File: src/rtl/lfsr_prbs_sync_check.sv
// lfsr_prbs_sync_check: self-synchronising PRBS checker with HUNT/LOCKED tracking and saturating BER counters.
// Define LFSR_PRBS_SYNC_CHECK_WORD_COUNT_EN to add the word_count output.
module lfsr #(
  parameter int LFSR_WIDTH = 31,
  parameter logic [LFSR_WIDTH-1:0] LFSR_POLY = 31'h10000001,
  parameter bit LFSR_FEED_FORWARD = 0,
  parameter bit REVERSE = 0,
  parameter int DATA_WIDTH = 8,
  parameter string STYLE = "AUTO"
) (
  input  logic [DATA_WIDTH-1:0] data_in,
  input  logic [LFSR_WIDTH-1:0] state_in,
  output logic [DATA_WIDTH-1:0] data_out,
  output logic [LFSR_WIDTH-1:0] state_out
);
  localparam logic [LFSR_WIDTH-1:0] TAPS = {1'b1, LFSR_POLY[LFSR_WIDTH-1:1]};
  logic [LFSR_WIDTH-1:0] s;
  logic [DATA_WIDTH-1:0] d, o;
  logic fb;
  always_comb begin
    for (int i = 0; i < LFSR_WIDTH; i++) s[i] = REVERSE ? state_in[LFSR_WIDTH-1-i] : state_in[i];
    for (int i = 0; i < DATA_WIDTH; i++) d[i] = REVERSE ? data_in[DATA_WIDTH-1-i] : data_in[i];
    o = '0;
    fb = 1'b0;
    // Fibonacci, MSB of the word first; feed-forward shifts the input bit itself into the state
    for (int i = DATA_WIDTH-1; i >= 0; i--) begin
      if (STYLE == "REDUCTION") fb = ^(s & TAPS);
      else begin
        fb = s[LFSR_WIDTH-1];
        for (int j = 1; j < LFSR_WIDTH; j++) if (LFSR_POLY[j]) fb = fb ^ s[j-1];
      end
      o = (o << 1) | DATA_WIDTH'(fb ^ d[i]);
      s = (s << 1) | LFSR_WIDTH'(LFSR_FEED_FORWARD ? d[i] : fb ^ d[i]);
    end
    for (int i = 0; i < LFSR_WIDTH; i++) state_out[i] = REVERSE ? s[LFSR_WIDTH-1-i] : s[i];
    for (int i = 0; i < DATA_WIDTH; i++) data_out[i] = REVERSE ? o[DATA_WIDTH-1-i] : o[i];
  end
endmodule

module lfsr_prbs_sync_check #(
  parameter int LFSR_WIDTH = 31,
  parameter logic [LFSR_WIDTH-1:0] LFSR_POLY = 31'h10000001,
  parameter logic [LFSR_WIDTH-1:0] LFSR_INIT = '1,
  parameter bit REVERSE = 0,
  parameter bit INVERT = 1,
  parameter int DATA_WIDTH = 8,
  parameter string STYLE = "AUTO",
  parameter int LOCK_COUNT = 4,
  parameter int UNLOCK_COUNT = 4,
  parameter int COUNT_WIDTH = 32
) (
  input  logic clk,
  input  logic rst,
  input  logic [DATA_WIDTH-1:0] data_in,
  input  logic data_valid,
  input  logic count_clear,
  output logic locked,
  output logic error_valid,
  output logic [$clog2(DATA_WIDTH+1)-1:0] error_bits,
  output logic [COUNT_WIDTH-1:0] error_count
`ifdef LFSR_PRBS_SYNC_CHECK_WORD_COUNT_EN
  ,
  output logic [COUNT_WIDTH-1:0] word_count
`endif
);
  localparam int EB = $clog2(DATA_WIDTH+1);
  localparam int GW = $clog2(LOCK_COUNT+1);
  localparam int BW = $clog2(UNLOCK_COUNT+1);
  typedef enum logic {HUNT, LOCKED} state_t;
  state_t st_q;
  logic [LFSR_WIDTH-1:0] lfsr_q, s_free, s_seed;
  logic [DATA_WIDTH-1:0] d, p, unused_seed_data;
  logic [EB-1:0] err_n;
  logic [GW-1:0] good_q, good_d;
  logic [BW-1:0] bad_q, bad_d;
  logic [COUNT_WIDTH-1:0] cnt_d;
  logic counted;
  function automatic logic [COUNT_WIDTH-1:0] sat_add(input logic [COUNT_WIDTH-1:0] a, input logic [EB-1:0] b);
    logic [COUNT_WIDTH+EB-1:0] s;
    s = (COUNT_WIDTH+EB)'(a) + (COUNT_WIDTH+EB)'(b);
    return |s[COUNT_WIDTH+EB-1:COUNT_WIDTH] ? '1 : s[COUNT_WIDTH-1:0];
  endfunction
  assign d = INVERT ? ~data_in : data_in;
  lfsr #(.LFSR_WIDTH(LFSR_WIDTH), .LFSR_POLY(LFSR_POLY), .LFSR_FEED_FORWARD(0), .REVERSE(REVERSE),
    .DATA_WIDTH(DATA_WIDTH), .STYLE(STYLE)) u_pred (
    .data_in({DATA_WIDTH{1'b0}}), .state_in(lfsr_q), .data_out(p), .state_out(s_free));
  lfsr #(.LFSR_WIDTH(LFSR_WIDTH), .LFSR_POLY(LFSR_POLY), .LFSR_FEED_FORWARD(1), .REVERSE(REVERSE),
    .DATA_WIDTH(DATA_WIDTH), .STYLE(STYLE)) u_seed (
    .data_in(d), .state_in(lfsr_q), .data_out(unused_seed_data), .state_out(s_seed));
  assign err_n = EB'($countones(d ^ p));
  assign counted = data_valid && st_q == LOCKED;
  assign locked = st_q == LOCKED;
  assign good_d = err_n != '0 ? '0 : good_q + 1'b1;
  assign bad_d = err_n != '0 ? bad_q + 1'b1 : '0;
  assign cnt_d = sat_add(count_clear ? '0 : error_count, counted ? err_n : '0);
  always_ff @(posedge clk) begin
    if (rst) begin
      st_q <= HUNT;
      lfsr_q <= LFSR_INIT;
      good_q <= '0;
      bad_q <= '0;
      error_valid <= 1'b0;
      error_bits <= '0;
      error_count <= '0;
    end else begin
      error_valid <= data_valid;
      if (count_clear || counted) error_count <= cnt_d;
      if (data_valid) begin
        error_bits <= err_n;
        if (st_q == HUNT) begin
          lfsr_q <= s_seed;
          good_q <= good_d;
          if (good_d == GW'(LOCK_COUNT)) begin
            st_q <= LOCKED;
            bad_q <= '0;
          end
        end else begin
          // free-run so corrupted words never reach the local state
          lfsr_q <= s_free;
          bad_q <= bad_d;
          if (bad_d == BW'(UNLOCK_COUNT)) begin
            st_q <= HUNT;
            good_q <= '0;
          end
        end
      end
    end
  end
`ifdef LFSR_PRBS_SYNC_CHECK_WORD_COUNT_EN
  always_ff @(posedge clk) begin
    if (rst) word_count <= '0;
    else if (count_clear || counted) word_count <= sat_add(count_clear ? '0 : word_count, EB'(counted));
  end
`endif
endmodule
File: config.mk
export PLATFORM = sky130hd
export DESIGN_NAME = lfsr_prbs_sync_check
export DESIGN_NICKNAME = d
export VERILOG_FILES = /design/src/rtl/lfsr_prbs_sync_check.sv
export SDC_FILE = /design/constraint.sdc
export NUM_CORES = 1
export LEC_CHECK = 0
export ABC_CLOCK_PERIOD_IN_PS = 16000
export CELL_PAD_IN_SITES_DETAIL_PLACEMENT = 1
export CELL_PAD_IN_SITES_GLOBAL_PLACEMENT = 2
export CORE_ASPECT_RATIO = 1.25
export CORE_MARGIN = 1.5
export CORE_UTILIZATION = 36
export CTS_CLUSTER_SIZE = 8
export DETAILED_ROUTE_END_ITERATION = 8
export PLACE_DENSITY_LB_ADDON = 0.1
export SETUP_SLACK_MARGIN = 0.5
export SLEW_MARGIN = 20
export SYNTH_ARGS = -nofsm -noshare
export SYNTH_HDL_FRONTEND = slang
export SYNTH_SLANG_ARGS = --single-unit
File: constraint.sdc
create_clock -name clk -period 16 [get_ports clk]
set_clock_uncertainty 0.05 [all_clocks]
set_input_delay 3.2 -clock clk [delete_from_list [all_inputs] [get_ports clk]]
set_output_delay 3.2 -clock clk [all_outputs]
set_load 0.005 [all_outputs]
Word-level counts from Yosys, hierarchy flattened
Cells that the tools add are included.
{"block": "op_classes", "n_addsub": 10, "n_eq_ne": 3, "mux": 13, "n_bitwise": 33, "reduce_logical": 7}
{"operator": "OR 31 x 1 -> 31 bit", "n": 9}
{"operator": "two-way mux 32 bit", "n": 2}
{"operator": "adder 32 x 4 -> 33 bit", "n": 1}
{"operator": "two-way mux 31 bit", "n": 1}
{"operator": "OR 30 x 1 -> 30 bit", "n": 1}
{"operator": "OR 29 x 1 -> 29 bit", "n": 1}
{"operator": "OR 28 x 1 -> 28 bit", "n": 1}
{"operator": "OR 27 x 1 -> 27 bit", "n": 1}
{"operator": "OR 26 x 1 -> 26 bit", "n": 1}
{"operator": "OR 25 x 1 -> 25 bit", "n": 1}
{"operator": "OR 24 x 1 -> 24 bit", "n": 1}
{"operator": "two-way mux 3 bit", "n": 6}
{"operator": "adder 1 x 1 -> 2 bit", "n": 4}
{"operator": "inverter 8 bit", "n": 1}
{"operator": "OR 8 x 1 -> 8 bit", "n": 1}
{"operator": "XOR 1 bit", "n": 8}
{"operator": "XOR 8 bit", "n": 1}
{"operator": "OR 7 x 1 -> 7 bit", "n": 1}
{"operator": "adder 2 x 2 -> 3 bit", "n": 2}
{"operator": "adder 3 x 1 -> 3 bit (second input constant)", "n": 2}
{"operator": "equality test 3 bit (second input constant)", "n": 2}
{"operator": "OR 6 x 1 -> 6 bit", "n": 1}
{"operator": "OR 5 x 1 -> 5 bit", "n": 1}
{"operator": "adder 3 x 3 -> 4 bit", "n": 1}
{"operator": "12 further kinds", "n": 15}
{"block": "word_totals", "register_bits": 75, "in_bits": 12}

Depth between registers and ports, before layout
{"block": "depth", "word_depth": 25, "ltp_mapped": 19, "ltp_nobuf": 17}

Modules after synthesis
A second synthesis with hierarchy kept.
{"block": "unflattened", "hier_cells": 588, "area_unflattened_um2": 5043.6}
{"mod": "lfsr_prbs_sync_check", "n_inst": 1, "cells_each": 510, "area_each_um2": 4197.8}
{"mod": "lfsr", "n_inst": 2, "cells_each": 39, "area_each_um2": 422.9}

Worst setup path before layout
Ideal clock, no wire load.
{"block": "synth_timing", "path_type": "input -> register", "start": "input port data_in[0]", "end": "register error_count[20]", "setup_time_ns": 0.119, "t_arrival_ns": 7.424, "required_ns": 15.831, "slack_ns": 8.408, "cell_stages": 16, "n_path_buf": 1, "cell_sequence": "xnor2_1 -> fa_1 -> inv_1 -> fa_1 -> fa_1 -> inv_1 -> ha_1 -> fa_1 -> and3_1 -> fa_1 -> nand3_1 -> and2_1 -> clkbuf_1 -> nor4_4 -> or2_2 -> o221a_2"}
{"block": "synth_between", "elab_chain_cells": 9}
{"element": "from (decl)", "line": "54", "text": "input logic [DATA_WIDTH-1:0] data_in,"}
{"element": "inverter 8 bit *", "line": "83", "text": "assign d = INVERT ? ~data_in : data_in;"}
{"element": "XOR 8 bit *", "line": "90", "text": "assign err_n = EB'($countones(d ^ p));"}
{"element": "adder 1 x 1 -> 2 bit (not written as such) *", "line": "90"}
{"element": "adder 2 x 2 -> 3 bit (not written as such) *", "line": "90"}
{"element": "adder 3 x 3 -> 4 bit (not written as such) *", "line": "90"}
{"element": "via err_n[1]", "line": "73", "text": "logic [EB-1:0] err_n;"}
{"element": "two-way mux 4 bit *", "line": "95", "text": "assign cnt_d = sat_add(count_clear ? '0 : error_count, counted ? err_n : '0);"}
{"element": "adder 32 x 4 -> 33 bit *", "line": "80", "text": "s = (COUNT_WIDTH+EB)'(a) + (COUNT_WIDTH+EB)'(b);"}
{"element": "OR reduction 4 bit", "line": "81", "text": "return |s[COUNT_WIDTH+EB-1:COUNT_WIDTH] ? '1 : s[COUNT_WIDTH-1:0];"}
{"element": "two-way mux 32 bit *", "line": "81"}
{"element": "to (signal assigned)", "line": "107", "text": "if (count_clear || counted) error_count <= cnt_d;"}
{"element": "to (decl)", "line": "60", "text": "output logic [COUNT_WIDTH-1:0] error_count"}
Mark *: on every way through the listed nets, which the timed path passes. The rest lies on a longest branch.
A chain may end at the register's enable or synchronous reset.

Worst setup path after layout
{"block": "layout_timing", "start": "input port data_in[0]", "end": "register error_count[21]"}
{"block": "layout_between", "elab_chain_cells": 9}
{"element": "inverter 8 bit *", "line": "83"}
{"element": "XOR 8 bit *", "line": "90"}
{"element": "adder 1 x 1 -> 2 bit (not written as such) *", "line": "90"}
{"element": "adder 2 x 2 -> 3 bit (not written as such) *", "line": "90"}
{"element": "adder 3 x 3 -> 4 bit (not written as such) *", "line": "90"}
{"element": "two-way mux 4 bit *", "line": "95"}
{"element": "adder 32 x 4 -> 33 bit *", "line": "80"}
{"element": "OR reduction 4 bit", "line": "81"}
{"element": "two-way mux 32 bit *", "line": "81"}
Every way passes the cells marked *; elsewhere a longest branch is shown, timed or not.

==> qor.csv <==
metric,value,unit
status,completed,
port_buffers,49,
period_needed,8.391,ns
critical_path_arrival,8.63,ns
antenna_found_initial,0,
numCtsBuffers,9,
grt_pass1_wl,20.13,mm
die_h,121.7,um
synth_edf_count,0,
syn_nets,497,
synth_flop_cell,dfxtp_1,
syn_to_final_growth,21.95,%
cp_slowest_cell,nor4_4,
die_area,0.01192,mm2
clkTransAtPathRegs,0.06,ns
hold_violations,0,
ys_seq_area_frac,0.3699,
clockBufferDepth,2,
cts_tree,built,
via_per_inst,5.713,
drive_gt1_frac,0.07018,
r2r_setup_slack,10.28,ns
slowest_delay,0.76,ns
cts.sinks,75,
leakage,1.799,nW
grt_pass1_vias,3790,
finalSetupTns,0,ns
critical_path_required,16.23,ns
pin_count,50,
place_congestion,0.8385,
tightest_slew,0.8453,ns
worstHoldPathType,flip-flop to flip-flop,
dp.cells,632,
finalCritPeriodShare,0.5245,
synth.avg_cell_area,8.618,um2
clk_latency,0.34,ns
p_per_area,97.98,mW/mm2
fmax,0.1192,GHz
std_cell_rows,43,
crit_chain,"clkdlybuf4s50_1, xnor2_1, fa_1, inv_1, fa_1, fa_1, inv_1, ha_1, fa_1, xnor2_1, nor2_1, ha_1, nand3_1, and2_1, nor4_4, o21ai_1, o2bb2a_1",
nNetsFinal,534,
n_fill_cell,1268,
h-tree-depth,3,
async_flop_share,0,
ant_nets,0,
final_common_cell,dfxtp_1,
placed_area,0.004631,mm2
route.detailed.drc,0,
drv_cap,0,
final_cell_mix,"dfxtp_1, nand2_1, clkdlybuf4s50_1, nor2_1, mux2i_1",
cp-start-kind,input pin,
grt_overflow,0,
wl_per_cell,19.23,um
netlist_area,0.004059,mm2
post-cts-setup-buffer-count,0,
vdd_ir_drop_max,0.04898,mV
crit_type,input pin to flip-flop,
antenna_cells,0,
rsz0062_at_grt,false,
fin_area,0.004950,mm2
setup_viol,0,
dr.pass1.iters,4,
grt_max_degree,55,
netlist_instances,471,
finalMaxSlewViolations,0,
ctsHoldBuffers,0,
wirelength,12.46,mm
synth_cell_type_count,62,
path_max_fanout,12,
slew_headroom,0.4322,
route.vias.total,3702,
finalPower,0.4850,mW
ctsRootBufferMaster,clkbuf_16,
cts_resized,0,
crit_path_frequent_cell,fa_1,
die_w,97.97,um
ys_warn_count,0,
crit_path_end_kind,flip-flop,
multi_input_area,0.002392,mm2
regArea,0.001501,mm2
final_util,0.4488,
drt-initial-drc-count,100,
core,0.01103,mm2
gr-usage-all-layers,0.2163,
initial_core_util,0.3680,
ys_ff_latch,75,
final_cells,648,
dp_hpwl,8.745,mm
==> synthesized netlist by cell type, types with 3 or more instances <==
cell,instances,share of area
xnor2_1,17,0.037
a41oi_1,4,0.0086
a22oi_1,3,0.0055
a31oi_1,11,0.017
a211oi_1,9,0.017
buf_2,3,0.0037
o21ai_0,22,0.027
clkbuf_1,20,0.018
dfxtp_1,75,0.37
nor3_1,19,0.023
o31ai_1,3,0.0055
inv_1,14,0.013
nand3_1,12,0.015
nor2_1,29,0.027
nand4b_1,3,0.0065
and2_1,4,0.0062
buf_1,3,0.0028
nand2_1,58,0.054
o211ai_1,6,0.011
nand4_1,10,0.015
and3_1,7,0.011
ha_1,9,0.028
xor2_1,5,0.011
nor4_1,7,0.011
mux2_2,4,0.011
a21o_1,5,0.0092
a21oi_1,21,0.026
and4b_1,3,0.0074
and4_1,5,0.011
mux2i_1,27,0.067
fa_1,5,0.025
nor2b_1,7,0.011
nand2b_1,5,0.0077
==> per-stage QoR <==
step,worst slack [ns],hold slack (ns)
6_report,7.609,0.4230
5_1_grt,7.208,0.4521
4_1_cts,7.610,0.4305
3_5_place_dp,7.261,0.4115
3_3_place_gp,7.372,0.3990
2_1_floorplan,8.408,0.3893
==> cell families after synthesis <==
family / share of synthesized area
AOI/OAI and AO/OA: 0.1723
xor gates and xnor gates: 0.04747
adders and majority gates: 0.05241
buffers and inverters: 0.04069
DFF: 0.3699
muxes: 0.07768
and+or+nand+nor: 0.2395
==> per-layer routing <==
layer	track usage	vias to the layer above	part of all wire
met5	0	-	0
met4	0.1098	0	0.034
met3	0.04131	28	0.033
met2	0.3759	80	0.51
met1	0.2536	1805	0.42
li1	-	1789	-
==> path summary, 6_finish.rpt <==
check	cells past startpoint	to	startpoint
worst min register to register	2	lfsr_q[14]$_SDFFE_PP1P_	lfsr_q[6]$_SDFFE_PP1P_
worst min-delay path	2	lfsr_q[14]$_SDFFE_PP1P_	lfsr_q[6]$_SDFFE_PP1P_
worst max register to register	17	error_count[21]$_SDFFE_PP0P_	lfsr_q[24]$_SDFFE_PP1P_
worst max-delay path	17	error_count[21]$_SDFFE_PP0P_	data_in[0]
==> cell type report <==
type | count | area share
timing repair buffer | 53 | 0.1041
sequential | 75 | 0.3033
clock inverter | 6 | 0.01820
inverter | 14 | 0.01062
multi-input combinational | 355 | 0.4833
tap | 135 | 0.03413
clock buffer | 10 | 0.04626
==> critical path, delay by kind of cell <==
| kind | cells | cell delay [ns] |
|---|---|---|
| and+or+nand+nor | 4 | 1.27 |
| xor gates and xnor gates | 2 | 0.46 |
| AOI/OAI and AO/OA | 2 | 0.60 |
| adders and majority gates | 6 | 2.56 |
| buffers and inverters | 3 | 0.53 |
==> where the power goes <==
group          switching [mW]  leakage [nW]  internal [mW]
Clock                  0.0831         0.153          0.137
Sequential            0.00434         0.610          0.193
Combinational          0.0387          1.04         0.0290
==> registers in the layout (all words and copies together), names as in the netlist <==
| register | count |
|---|---|
| error_valid | 1 |
| good_q | 3 |
| error_count | 32 |
| locked | 1 |
| lfsr_q | 31 |
| error_bits | 4 |
| bad_q | 3 |
Power figures use the tool's default switching activity.
